$ cat config.mk
export PLATFORM = sky130hd
export DESIGN_NAME = music_sequencer
export DESIGN_NICKNAME = d
export VERILOG_FILES = /design/src/rtl/music_sequencer.sv
export SDC_FILE = /design/constraint.sdc
export NUM_CORES = 1
export LEC_CHECK = 0
export BUFFER_PORTS_ARGS = -buffer_cell sky130_fd_sc_hd__buf_2
export CAP_MARGIN = 20
export CORE_ASPECT_RATIO = 0.7
export CORE_MARGIN = 1.5
export CORE_UTILIZATION = 40
export DETAILED_ROUTE_END_ITERATION = 8
export GPL_TIMING_DRIVEN = 0
export SLEW_MARGIN = 20
export SYNTH_ARGS = -nofsm -noshare
export SYNTH_HDL_FRONTEND = slang
export SYNTH_SLANG_ARGS = --single-unit
$ cat constraint.sdc
create_clock -name clk -period 4.85 [get_ports clk]
set_input_delay 0.485 -clock clk [delete_from_list [all_inputs] [get_ports clk]]
set_output_delay 0.485 -clock clk [all_outputs]
set_load 0.01 [all_outputs]
$ cat src/rtl/music_sequencer.sv
// Note sequencer feeding the tone generator: walks a synchronous song ROM, holds
// each note for a tempo-controlled cycle count, with play/pause, reverse and tempo.
`timescale 1ns/1ps
module music_sequencer #(
   parameter int unsigned ADDR_WIDTH  = 10,
   parameter int unsigned NOTE_CYCLES = 31_250_000,
   parameter int unsigned TEMPO_STEP  = 1_000_000,
   parameter int unsigned MIN_CYCLES  = 4
) (
   input  logic                  clk,
   input  logic                  rst,
   input  logic                  play_pause,
   input  logic                  reverse,
   input  logic                  tempo_up,
   input  logic                  tempo_down,
   input  logic [ADDR_WIDTH-1:0] last_addr,
   output logic [ADDR_WIDTH-1:0] rom_addr,
   input  logic [23:0]           rom_data,
   output logic [23:0]           tone_period,
   output logic                  output_enable,
   output logic                  playing
);

   localparam int unsigned LEN_W  = 32;
   localparam int unsigned TONE_W = 24;
   localparam int unsigned EXT_W  = LEN_W + 1;

   localparam logic [ADDR_WIDTH-1:0] A_ONE   = ADDR_WIDTH'(1);
   localparam logic [LEN_W-1:0]      LEN_RST = LEN_W'(NOTE_CYCLES);
   localparam logic [LEN_W-1:0]      LEN_MIN = LEN_W'(MIN_CYCLES);
   localparam logic [LEN_W-1:0]      LEN_ONE = LEN_W'(1);
   localparam logic [EXT_W-1:0]      STEP_X  = EXT_W'(TEMPO_STEP);
   localparam logic [EXT_W-1:0]      MIN_X   = EXT_W'(MIN_CYCLES);
   localparam logic [EXT_W-1:0]      MAX_X   = {1'b0, {LEN_W{1'b1}}};

   typedef enum logic [1:0] {
      S_PAUSED  = 2'd0,
      S_FETCH_A = 2'd1,
      S_FETCH_D = 2'd2,
      S_PLAY    = 2'd3
   } state_t;

   state_t                state_q, state_d;
   logic [ADDR_WIDTH-1:0] rom_addr_q, rom_addr_d;
   logic [TONE_W-1:0]     tone_q, tone_d;
   logic                  oe_q, oe_d;
   logic                  playing_q, playing_d;
   logic                  dir_q, dir_d;
   logic                  pend_q, pend_d;
   logic [LEN_W-1:0]      note_len_q, note_len_d;
   logic [LEN_W-1:0]      remain_q, remain_d;
   logic [ADDR_WIDTH-1:0] addr_adv_c;
   logic [EXT_W-1:0]      len_dec_c, len_inc_c;

   // State register
   always_ff @(posedge clk or negedge rst) begin
      if (!rst) state_q <= S_PAUSED;
      else      state_q <= state_d;
   end

   // Next-state logic; a pause pulse has priority over note end
   always_comb begin
      state_d = state_q;
      case (state_q)
         S_PAUSED:  if (play_pause) state_d = (remain_q != '0) ? S_PLAY : S_FETCH_A;
         S_FETCH_A: state_d = S_FETCH_D;
         S_FETCH_D: state_d = (pend_q || play_pause) ? S_PAUSED : S_PLAY;
         S_PLAY: begin
            if (play_pause)             state_d = S_PAUSED;
            else if (remain_q <= LEN_ONE) state_d = S_FETCH_A;
         end
         default:   state_d = S_PAUSED;
      endcase
   end

   // Next song address in the current direction, wrapping at 0 / last_addr
   always_comb begin
      addr_adv_c = rom_addr_q + A_ONE;
      if (dir_q)                         addr_adv_c = (rom_addr_q == '0) ? last_addr : rom_addr_q - A_ONE;
      else if (rom_addr_q == last_addr)  addr_adv_c = '0;
   end

   // Tempo: saturating add/subtract, simultaneous pulses cancel
   always_comb begin
      len_dec_c  = {1'b0, note_len_q} - STEP_X;
      len_inc_c  = {1'b0, note_len_q} + STEP_X;
      note_len_d = note_len_q;
      if (tempo_up && !tempo_down)
         note_len_d = ({1'b0, note_len_q} < (MIN_X + STEP_X)) ? LEN_MIN : len_dec_c[LEN_W-1:0];
      else if (tempo_down && !tempo_up)
         note_len_d = (len_inc_c > MAX_X) ? {LEN_W{1'b1}} : len_inc_c[LEN_W-1:0];
   end

   // Output / datapath next values
   always_comb begin
      rom_addr_d = rom_addr_q;
      tone_d     = tone_q;
      remain_d   = remain_q;
      pend_d     = pend_q;
      dir_d      = dir_q ^ reverse;
      case (state_q)
         S_FETCH_A: if (play_pause) pend_d = 1'b1;
         S_FETCH_D: begin
            tone_d   = rom_data;
            remain_d = note_len_q;
            pend_d   = 1'b0;
         end
         S_PLAY: begin
            if (!play_pause) begin
               if (remain_q <= LEN_ONE) begin
                  rom_addr_d = addr_adv_c;
                  remain_d   = '0;
               end else begin
                  remain_d = remain_q - LEN_ONE;
               end
            end
         end
         default: ;
      endcase
      // Enable holds across the fetch cycles so consecutive notes have no gap
      case (state_d)
         S_PAUSED: oe_d = 1'b0;
         S_PLAY:   oe_d = (tone_d != '0);
         default:  oe_d = oe_q;
      endcase
      playing_d = (state_d != S_PAUSED);
   end

   always_ff @(posedge clk or negedge rst) begin
      if (!rst) begin
         rom_addr_q <= '0;
         tone_q     <= '0;
         oe_q       <= 1'b0;
         playing_q  <= 1'b0;
         dir_q      <= 1'b0;
         pend_q     <= 1'b0;
         note_len_q <= LEN_RST;
         remain_q   <= '0;
      end else begin
         rom_addr_q <= rom_addr_d;
         tone_q     <= tone_d;
         oe_q       <= oe_d;
         playing_q  <= playing_d;
         dir_q      <= dir_d;
         pend_q     <= pend_d;
         note_len_q <= note_len_d;
         remain_q   <= remain_d;
      end
   end

   assign rom_addr      = rom_addr_q;
   assign tone_period   = tone_q;
   assign output_enable = oe_q;
   assign playing       = playing_q;

endmodule

After elaboration in Yosys (flattened, before gate mapping) --
Cells that the tools add are included.
Operators by class: $lt $le $gt $ge 3, bitwise logic cells 2, reductions and logical operators 18, $add $sub $neg 5, equal/unequal tests 7, mux-type cells 20
Operator list (number):
- $mux W32 | 6
- $pmux W32 S2 | 1
- $add A32 B20 Y33 const B | 1
- $gt A33 B32 Y1 const B | 1
- $le A32 B1 Y1 const B | 1
- $lt A32 B20 Y1 const B | 1
- $reduce_bool A32 Y1 | 1
- $sub A32 B1 Y32 const B | 1
- $sub A32 B20 Y32 const B | 1
- $mux W10 | 3
- $mux W24 | 1
- $reduce_bool A24 Y1 | 1
- $add A10 B1 Y10 const B | 1
- $eq A10 B10 Y1 | 1
- $logic_not A10 Y1 | 1
- $mux W2 | 5
- $reduce_bool A2 Y1 | 5
- $sub A10 B1 Y10 const B | 1
- $pmux W2 S4 | 1
- $eq A2 B2 Y1 const B | 3
- $logic_not A2 Y1 | 2
- $ne A2 B2 Y1 const B | 2
- $pmux W1 S2 | 2
- $reduce_and A2 Y1 | 2
- 8 further kinds | 10
Storage, ports and cells: bits in registers 104, output and inout port bits 36, word-level logic and storage cells 64

Depth between registers and ports, before layout --
Gate-level depths: netlist of the first run.
depth after elaboration 6, gate-level depth with buffers 12, depth with buffers taken out 11

Least setup slack after synthesis of the first run --
OpenSTA, ideal clock, no wires.
path type flip-flop to flip-flop, from reg remain_q[0], to reg remain_q[22], data arrival time 2.482 ns, required time 4.758 ns, path slack 2.276 ns, setup time 0.092 ns, clock period less this slack 2.574 ns, cell stages (with the launch flop) 10, path through dfrtp_1 > inv_1 > ha_1 > nor3b_1 > nand4_1 > or4_4 > or3_4 > nor3_2 > xnor2_1 > o31ai_2
On the way: cells in the longest elaborated chain, start to end 4
Ends and longest elaborated chain:
- start: declaration | line 51 | logic [LEN_W-1:0] remain_q, remain_d;
- start signal: assignment | line 147 | remain_q <= remain_d;
- $sub A32 B1 Y32 or $le A32 B1 Y1 (tied branches) | line 114, 110
- $mux W32 (*) | line 110 | if (remain_q <= LEN_ONE) begin
- $mux W32 (*) | line 109 | if (!play_pause) begin
- $pmux W32 S2 (*) | line 101 | case (state_q)
Mark *: on every way between the ends. The rest lies on a longest branch, timed or not. The select of a mux whose other input is x is not followed. A chain may end at the register's enable or synchronous reset.

Final worst setup path of the first run --
from reg note_len_q[22], to reg note_len_q[14]
On the way: cells in the longest elaborated chain, start to end 5
Ends and longest elaborated chain:
- start: declaration | line 50 | logic [LEN_W-1:0] note_len_q, note_len_d;
- start signal: assignment | line 146 | note_len_q <= note_len_d;
- $add A32 B20 Y33 | line 86 | len_inc_c = {1'b0, note_len_q} + STEP_X;
- $gt A33 B32 Y1 | line 91 | note_len_d = (len_inc_c > MAX_X) ? {LEN_W{1'b1}} : len_inc_c[LEN_W-1:0];
- $mux W32 | line 91
- $mux W32 | line 90 | else if (tempo_down && !tempo_up)
- $mux W32 (*) | line 88 | if (tempo_up && !tempo_down)
Marks and branches as above.

==> results of run 1 <==
==> worst register-to-register path, delay by kind of cell, from the launching register on <==
| family | cells | cell delay, ns |
|---|---|---|
| simple gates | 3 | 1.13 |
| compound gates | 3 | 0.96 |
| flops | 1 | 0.36 |
| buf+inv | 2 | 0.62 |
==> per-stage QoR <==
step / worst slack (ns) / instance area, um2 / hold WS, ns / total power, mW
floorplan: 2.28 / 7110 / 0.189 / 3.30
global placement: 1.84 / 7780 / 0.466 / 4.09
detailed placement: 1.85 / 7810 / 0.433 / 4.10
CTS: 1.83 / 8120 / 0.0377 / 4.88
global route: 1.56 / 8120 / 0.0506 / 5.31
finish: 1.70 / 8120 / 0.0271 / 4.91
==> flip-flops by register name, summed over array words and instances, names as in the netlist <==
signal         cells
dir_q              1
note_len_q        29
output_enable      1
pend_q             1
playing            1
remain_q          32
rom_addr          10
state_q            2
tone_period       24
==> Yosys cell counts, types with 13 or more instances <==
library cell,instances,share of area
sky130_fd_sc_hd__nand2_1,130,0.069
sky130_fd_sc_hd__a21oi_1,95,0.067
sky130_fd_sc_hd__dfrtp_1,88,0.31
sky130_fd_sc_hd__o21ai_0,80,0.056
sky130_fd_sc_hd__nor2_1,59,0.031
sky130_fd_sc_hd__clkbuf_1,55,0.029
sky130_fd_sc_hd__inv_1,43,0.023
sky130_fd_sc_hd__nand3_1,33,0.023
sky130_fd_sc_hd__nor3_1,28,0.020
sky130_fd_sc_hd__nor4_1,19,0.017
sky130_fd_sc_hd__xor2_1,16,0.020
sky130_fd_sc_hd__and3_1,15,0.013
sky130_fd_sc_hd__dfstp_2,13,0.048
==> path summary, 6_finish.rpt <==
kind	from	to	slack (ns)	cells past startpoint
worst max-delay path	note_len_q[22]$_DFFE_PN1P_	note_len_q[14]$_DFFE_PN1P_	1.70	8
worst min-delay path	rst	note_len_q[11]$_DFFE_PN0P_	0.03	1
worst max register to register	note_len_q[22]$_DFFE_PN1P_	note_len_q[14]$_DFFE_PN1P_	1.70	8
worst min register to register	output_enable$_DFFE_PN0P_	output_enable$_DFFE_PN0P_	0.48	2
max in group asynchronous	rst	note_len_q[23]$_DFFE_PN1P_	4.14	2
min in group clk	reverse	dir_q$_DFF_PN0_	0.30	2
==> power groups by stage <==
| stage | registers, mW | clock network (mW) | logic (mW) |
|---|---|---|---|
| after floorplan | 1.55 | 0 | 1.74 |
| after detailed placement | 1.59 | 0 | 2.51 |
| after CTS | 1.58 | 0.779 | 2.52 |
| after global placement | 1.59 | 0 | 2.50 |
| after global routing | 1.64 | 0.811 | 2.86 |
| final | 1.58 | 0.757 | 2.57 |
==> kinds of logic (layout without fill, tap and decap cells) <==
group,after synthesis,count (layout)
mux,4,4
xor+xnor,28,28
compound gates,304,304
flops,101,101
fa+ha+maj,12,12
simple gates,352,352
buf+inv,110,202
==> metal layers <==
layer	GRT usage	part of all wire	wire length [um]	up-vias
li1	-	-	-	3460
met1	0.410	0.51	11500	3349
met2	0.337	0.39	8840	323
met3	0.0561	0.098	2240	15
met4	0.0495	0.0093	212	0
met5	0	0	0	-
==> final cells by class <==
type                            instances  share of cell area
Clock buffer                            9              0.0277
Inverter                               43              0.0199
Timing Repair Buffer                   76              0.0504
Multi-Input combinational cell        700               0.507
Clock inverter                          7              0.0103
Tap cell                              231              0.0356
Buffer                                 67              0.0359
Sequential cell                       101               0.313
==> out/summary.txt, run 1 <==
# setup viols final = 0
Maximum fanout along the worst path = 10
CTS sink cnt = 101
Width of the die = 162 um
Layout Utilization = 0.470
Peak supply drop = 0.230 mV
Flip-flop and latch count after synthesis = 101
DRC violations left = 0
IO Pins = 76
Gate count of the mapped netlist = 911
Primary flip-flop cell chosen by synthesis mapping = sky130_fd_sc_hd__dfrtp_1
Leading cell type in the layout, fill and taps excluded = sky130_fd_sc_hd__nand2_1
Post-detailed-route wirelength per cell = 18.5 um
Pin count of the biggest net entering global routing = 61
CTS tree = yes
Number of buffers inserted during clock tree synthesis = 9
Area inside the core boundary = 0.0173 mm2
Max clock buf depth = 2
Total congestion overflow after global routing = 0
Synth Area per Inst = 7.81 um2
Clock slew at the register clock pins of the worst setup and hold paths = 0.08 ns
Max Slew Vio Count = 0
Slowest-stage cell, CP = sky130_fd_sc_hd__nor4_1
Worst-path cell chain = clkbuf_1 > nor4_1 > nand4_1 > o31ai_4 > buf_2 > o21ai_0 > a21oi_1 > nand2_1
Insertion delay to the later sink of the worst-skew pair = 0.37 ns
Timing-limited maximum frequency = 317 MHz
Ant diodes = 0
Share of async-settable or async-resettable flops after synthesis = 1.00
Switching share of power = 0.487
Fin cells = 1234
Cell area after synthesis = 0.00711 mm2
Part of the power in registers = 0.323
Result of the run = finished clean
Setup repair bufs after CTS = 0
Number of enable flip-flop cells after synthesis = 0
Drt first pass iters = 6
Adder-cell share of the synthesized area = 0.0211
Routed Antenna Nets = 0
CTS Root Buffer Type = sky130_fd_sc_hd__clkbuf_16
Element type at the critical path start = register
Fill count = 1725
Placed instance count = 1218
Fraction of layout cells with a size suffix above 1 = 0.135
Wire length of the first global-routing pass = 36600 um
Portion of total power attributed to the clock network = 0.154
Antenna violations before repair = 0
Top delay family on crit path = simple AND/OR/NAND/NOR gates
Synthesized-area fraction occupied by xor and xnor cells = 0.0345
FF/Latch Area = 0.00254 mm2
Static power due to leakage = 3.52 nW
Die area = 0.0186 mm2
Combinational family with the most area after synthesis = compound AO/OA/AOI/OAI gates
Commonest cells after routing, fill and taps aside = 130 x sky130_fd_sc_hd__nand2_1, 95 x sky130_fd_sc_hd__a21oi_1, 88 x sky130_fd_sc_hd__dfrtp_1
Period Utilization, post-route = 0.650
Endpoint type of the worst setup path = register
Worst slew margin relative to its limit = 0.456
Setup repair after global routing missed its margin = no
Syn. warnings = 0
Cts repair resizes = 0
Synthesis-to-finish area growth = 14.2%
Sequential-to-total area share from yosys stat = 0.358
Min Tclk post-route = 3.15 ns
Iteration-0 DRC count of the detailed router = 851
Count of different cell masters after synthesis = 80
Via-to-Cell Ratio = 5.79
Max cap viols = 0
Part of the power in combinational logic = 0.523
Height of the die = 115 um
Setup TNS = 0 ns
Via count of the first global-routing pass = 6467
Total routing usage reported by global routing = 0.254
NumNets Final = 1050
Total internal power = 2.52 mW
Area share of and/or/nand/nor cells after synthesis = 0.245
Compound-Gate Fraction of Synth Area = 0.272
Final Hold Violating Endpoints = 0
Net load switching power = 2.39 mW
Areal power density over the cells = 604 mW/mm2
H-tree lvl count = 3
Transition time of the tightest slew-check pin = 0.817 ns
Largest stage delay, worst path = 0.66 ns
Buffer and inverter count on the worst path = 2
Starting Density = 0.412
Category of the most critical setup path = register to register
Area of the multi-input gates = 0.00412 mm2
Number of buffers added to fix hold violations after cts = 0
Count of standard-cell rows = 40
Total number of vias = 7147
Post-Synthesis Net Count = 963
Buffers added on ports = 75
Data arrival time at the worst-slack endpoint = 3.43 ns
Post-synthesis mux area share = 0.00581
CP required = 5.13 ns
Setup clock skew after layout = 0.0127 ns
Final weighted congestion in routability-driven placement = 0.981
Final WL = 22800 um
Worst min path class = input port to async pin
Detailed placer's ending HPWL = 16900 um
(Power assumes the default switching activity.)
==> run 2: changes to the inputs <==
clock period = 2.85 ns   (was 4.85 ns; I/O delays follow)
==> run 2 against run 1 <==
  * The flow now finishes with violations (negative setup slack)
  * Sequential power rose by 73%
  * Critical path type unchanged
  * Final area rose by 1.8%
  * Sequential share of layout area fell by 0.54 points
  * Largest cell class unchanged
==> out/summary.txt, run 2 (synthesized netlist as in run 1, its figures left out) <==
Setup WS post-layout = -0.0582 ns (-1.75 ns)
CTS sink cnt = 101 (unchanged)
Via-to-Cell Ratio = 5.84 (+0.90%)
Iteration-0 DRC count of the detailed router = 891 (+4.7%)
NumNets Final = 1054 (+0.38%)
Routed Antenna Nets = 0 (unchanged)
Fill count = 1710 (-0.87%)
Result of the run = finished with violations
Synthesis-to-finish area growth = 16.2%
Data arrival time at the worst-slack endpoint = 3.12 ns (-0.31 ns)
CTS Root Buffer Type = sky130_fd_sc_hd__clkbuf_16
Switching share of power = 0.487 (about the same)
Worst min path class = input port to register
Total internal power = 4.37 mW (+73%)
Ant diodes = 0 (unchanged)
Routed wire length on met2 = 9030 um (+2.2%)
Wire length of the first global-routing pass = 36700 um (+0.17%)
Total congestion overflow after global routing = 0 (unchanged)
Final Hold Violating Endpoints = 0 (unchanged)
Number of buffers inserted during clock tree synthesis = 9 (unchanged)
Max clock buf depth = 2 (unchanged)
Final weighted congestion in routability-driven placement = 0.981 (unchanged)
Endpoint type of the worst setup path = register
IO Pins = 76 (unchanged)
Fraction of layout cells with a size suffix above 1 = 0.156 (+0.0213)
Worst slew margin relative to its limit = 0.492 (+0.0361)
Launch point of the worst path = note_len_q[22]$_DFFE_PN1P_
H-tree lvl count = 3 (unchanged)
Total number of vias = 7235 (+1.2%)
Height of the die = 115 um (unchanged)
Transition time of the tightest slew-check pin = 0.763 ns (-0.0541 ns)
Max cap viols = 0 (unchanged)
Drt first pass iters = 6 (unchanged)
Largest register FFs = 32 (unchanged)
Category of the most critical setup path = register to register
Total routing usage reported by global routing = 0.255 (+0.000395)
# setup viols final = 1 (+1)
Clock slew at the register clock pins of the worst setup and hold paths = 0.08 ns (about the same)
Post-Route M1 WL = 11500 um (-0.62%)
Post-route total power = 8.52 mW (+74%)
Portion of total power attributed to the clock network = 0.151 (-0.003)
Routed length on met3 = 2310 um (+3.1%)
Crit path to = note_len_q[27]$_DFFE_PN0P_
Areal power density over the cells = 1030 mW/mm2 (+70%)
Count of standard-cell rows = 40 (unchanged)
Element type at the critical path start = register
Highest routed layer = met4
Via count of the first global-routing pass = 6495 (+0.43%)
Capturing point of the worst reg2reg path = note_len_q[27]$_DFFE_PN0P_
Biggest register = remain_q
Starting Density = 0.412 (unchanged)
Commonest cells after routing, fill and taps aside = 129 x sky130_fd_sc_hd__nand2_1, 94 x sky130_fd_sc_hd__a21oi_1, 87 x sky130_fd_sc_hd__dfrtp_1
Placed instance count = 1218 (unchanged)
Area inside the core boundary = 0.0173 mm2 (unchanged)
Number of cells on the worst reg-to-reg path = 9 (+1)
Violated checks = negative setup slack
Period Utilization, post-route = 1.02 (+0.370)
Min Tclk post-route = 2.91 ns (-0.246 ns)
Final instance area = 0.00827 mm2 (+1.8%)
Part of the power in combinational logic = 0.528 (+0.005)
Antenna violations before repair = 0 (unchanged)
Max Slew Vio Count = 0 (unchanged)
Setup repair after global routing missed its margin = yes
Die area = 0.0186 mm2 (unchanged)
CP required = 3.06 ns (-2.07 ns)
Leading cell type in the layout, fill and taps excluded = sky130_fd_sc_hd__nand2_1
Launch point of the worst reg-to-reg path = note_len_q[22]$_DFFE_PN1P_
DRC violations left = 0 (unchanged)
Setup clock skew after layout = 0.0148 ns (+0.00201 ns)
Timing-limited maximum frequency = 344 MHz (+8.5%)
Final WL = 23100 um (+1.0%)
Insertion delay to the later sink of the worst-skew pair = 0.37 ns (about the same)
Maximum fanout along the worst path = 10 (unchanged)
Buffers added on ports = 75 (unchanged)
Part of the power in registers = 0.321 (-0.002)
Static power due to leakage = 3.59 nW (+2.1%)
Fin cells = 1238 (+0.32%)
Placement-stage cell area = 0.00781 mm2 (unchanged)
CTS tree = yes
Peak supply drop = 0.399 mV (+73%)
Setup slack of the worst register-to-register path = -0.06 ns (-1.75 ns)
Area of the multi-input gates = 0.00420 mm2 (+2.1%)
Net load switching power = 4.15 mW (+74%)
FF/Latch Area = 0.00254 mm2 (about the same)
Post-detailed-route wirelength per cell = 18.6 um (+0.72%)
Detailed placer's ending HPWL = 16900 um (unchanged)
Width of the die = 162 um (unchanged)
Pin count of the biggest net entering global routing = 61 (unchanged)
Setup Slack @ Placement = -0.146 ns (-2.00 ns)
[run 2: worst min-delay path by stage]
stage / start / endpoint / slack [ns] / cells after the start
2_1_floorplan: rst / dir_q$_DFF_PN0_ / -0.01 / 0
4_1_cts: reverse / dir_q$_DFF_PN0_ / 0.08 / 2
3_5_place_dp: rst / note_len_q[11]$_DFFE_PN0P_ / 0.23 / 1
3_3_place_gp: output_enable$_DFFE_PN0P_ / output_enable$_DFFE_PN0P_ / 0.47 / 2
5_1_grt: reverse / dir_q$_DFF_PN0_ / 0.09 / 2
6_report: reverse / dir_q$_DFF_PN0_ / 0.09 / 2
[run 2: power by group through the flow]
stage               clock [mW]  sequential [mW]  combinational, mW
finish                    1.29             2.73               4.50
global route              1.38             2.83               4.99
CTS                       1.33             2.70               4.31
detailed placement           0             2.70               4.27
global placement             0             2.70               4.26
floorplan                    0             2.65               2.97
[run 2: metrics by stage]
step | utilization | setup TNS [ns] | hold slack [ns]
finish | 0.479 | -0.0582 | 0.0938
global route | 0.479 | -0.126 | 0.0889
CTS | 0.473 | 0 | 0.0816
detailed placement | 0.452 | -2.00 | 0.233
global placement | 0.450 | -2.21 | 0.466
floorplan | - | 0 | -0.0106
[run 2: area by class of cell]
cell class,count,share of cell area
Inverter,43,0.0195
Clock inverter,7,0.0101
Multi-Input combinational cell,700,0.508
Timing Repair Buffer,83,0.0577
Tap cell,231,0.0350
Clock buffer,9,0.0272
Buffer,64,0.0345
Sequential cell,101,0.308
[run 2: metal layers]
| layer | up-vias | global-route usage |
|---|---|---|
| li1 | 3475 | - |
| met1 | 3382 | 0.410 |
| met2 | 358 | 0.337 |
| met3 | 20 | 0.0565 |
| met4 | 0 | 0.0532 |
| met5 | - | 0 |
[run 2: what timing repair did]
item	4_1_cts	5_1_grt
hold buffers	1	0
setup buffers	0	6
resized for setup	6	21
endpoints found under the setup margin	34	52
pin swaps	0	4
endpoints found under the hold margin	38	0
[run 2: worst max-delay path, stage by stage, from the launching register on]
cell                       delay (ns)
sky130_fd_sc_hd__dfstp_2         0.36
sky130_fd_sc_hd__clkbuf_1        0.22
sky130_fd_sc_hd__nor4_2          0.49
sky130_fd_sc_hd__nand4_1         0.35
sky130_fd_sc_hd__nor3_4          0.52
sky130_fd_sc_hd__nor2_2          0.08
sky130_fd_sc_hd__buf_6           0.17
sky130_fd_sc_hd__a221o_1         0.32
sky130_fd_sc_hd__a21oi_1         0.14
sky130_fd_sc_hd__nand3_1         0.10
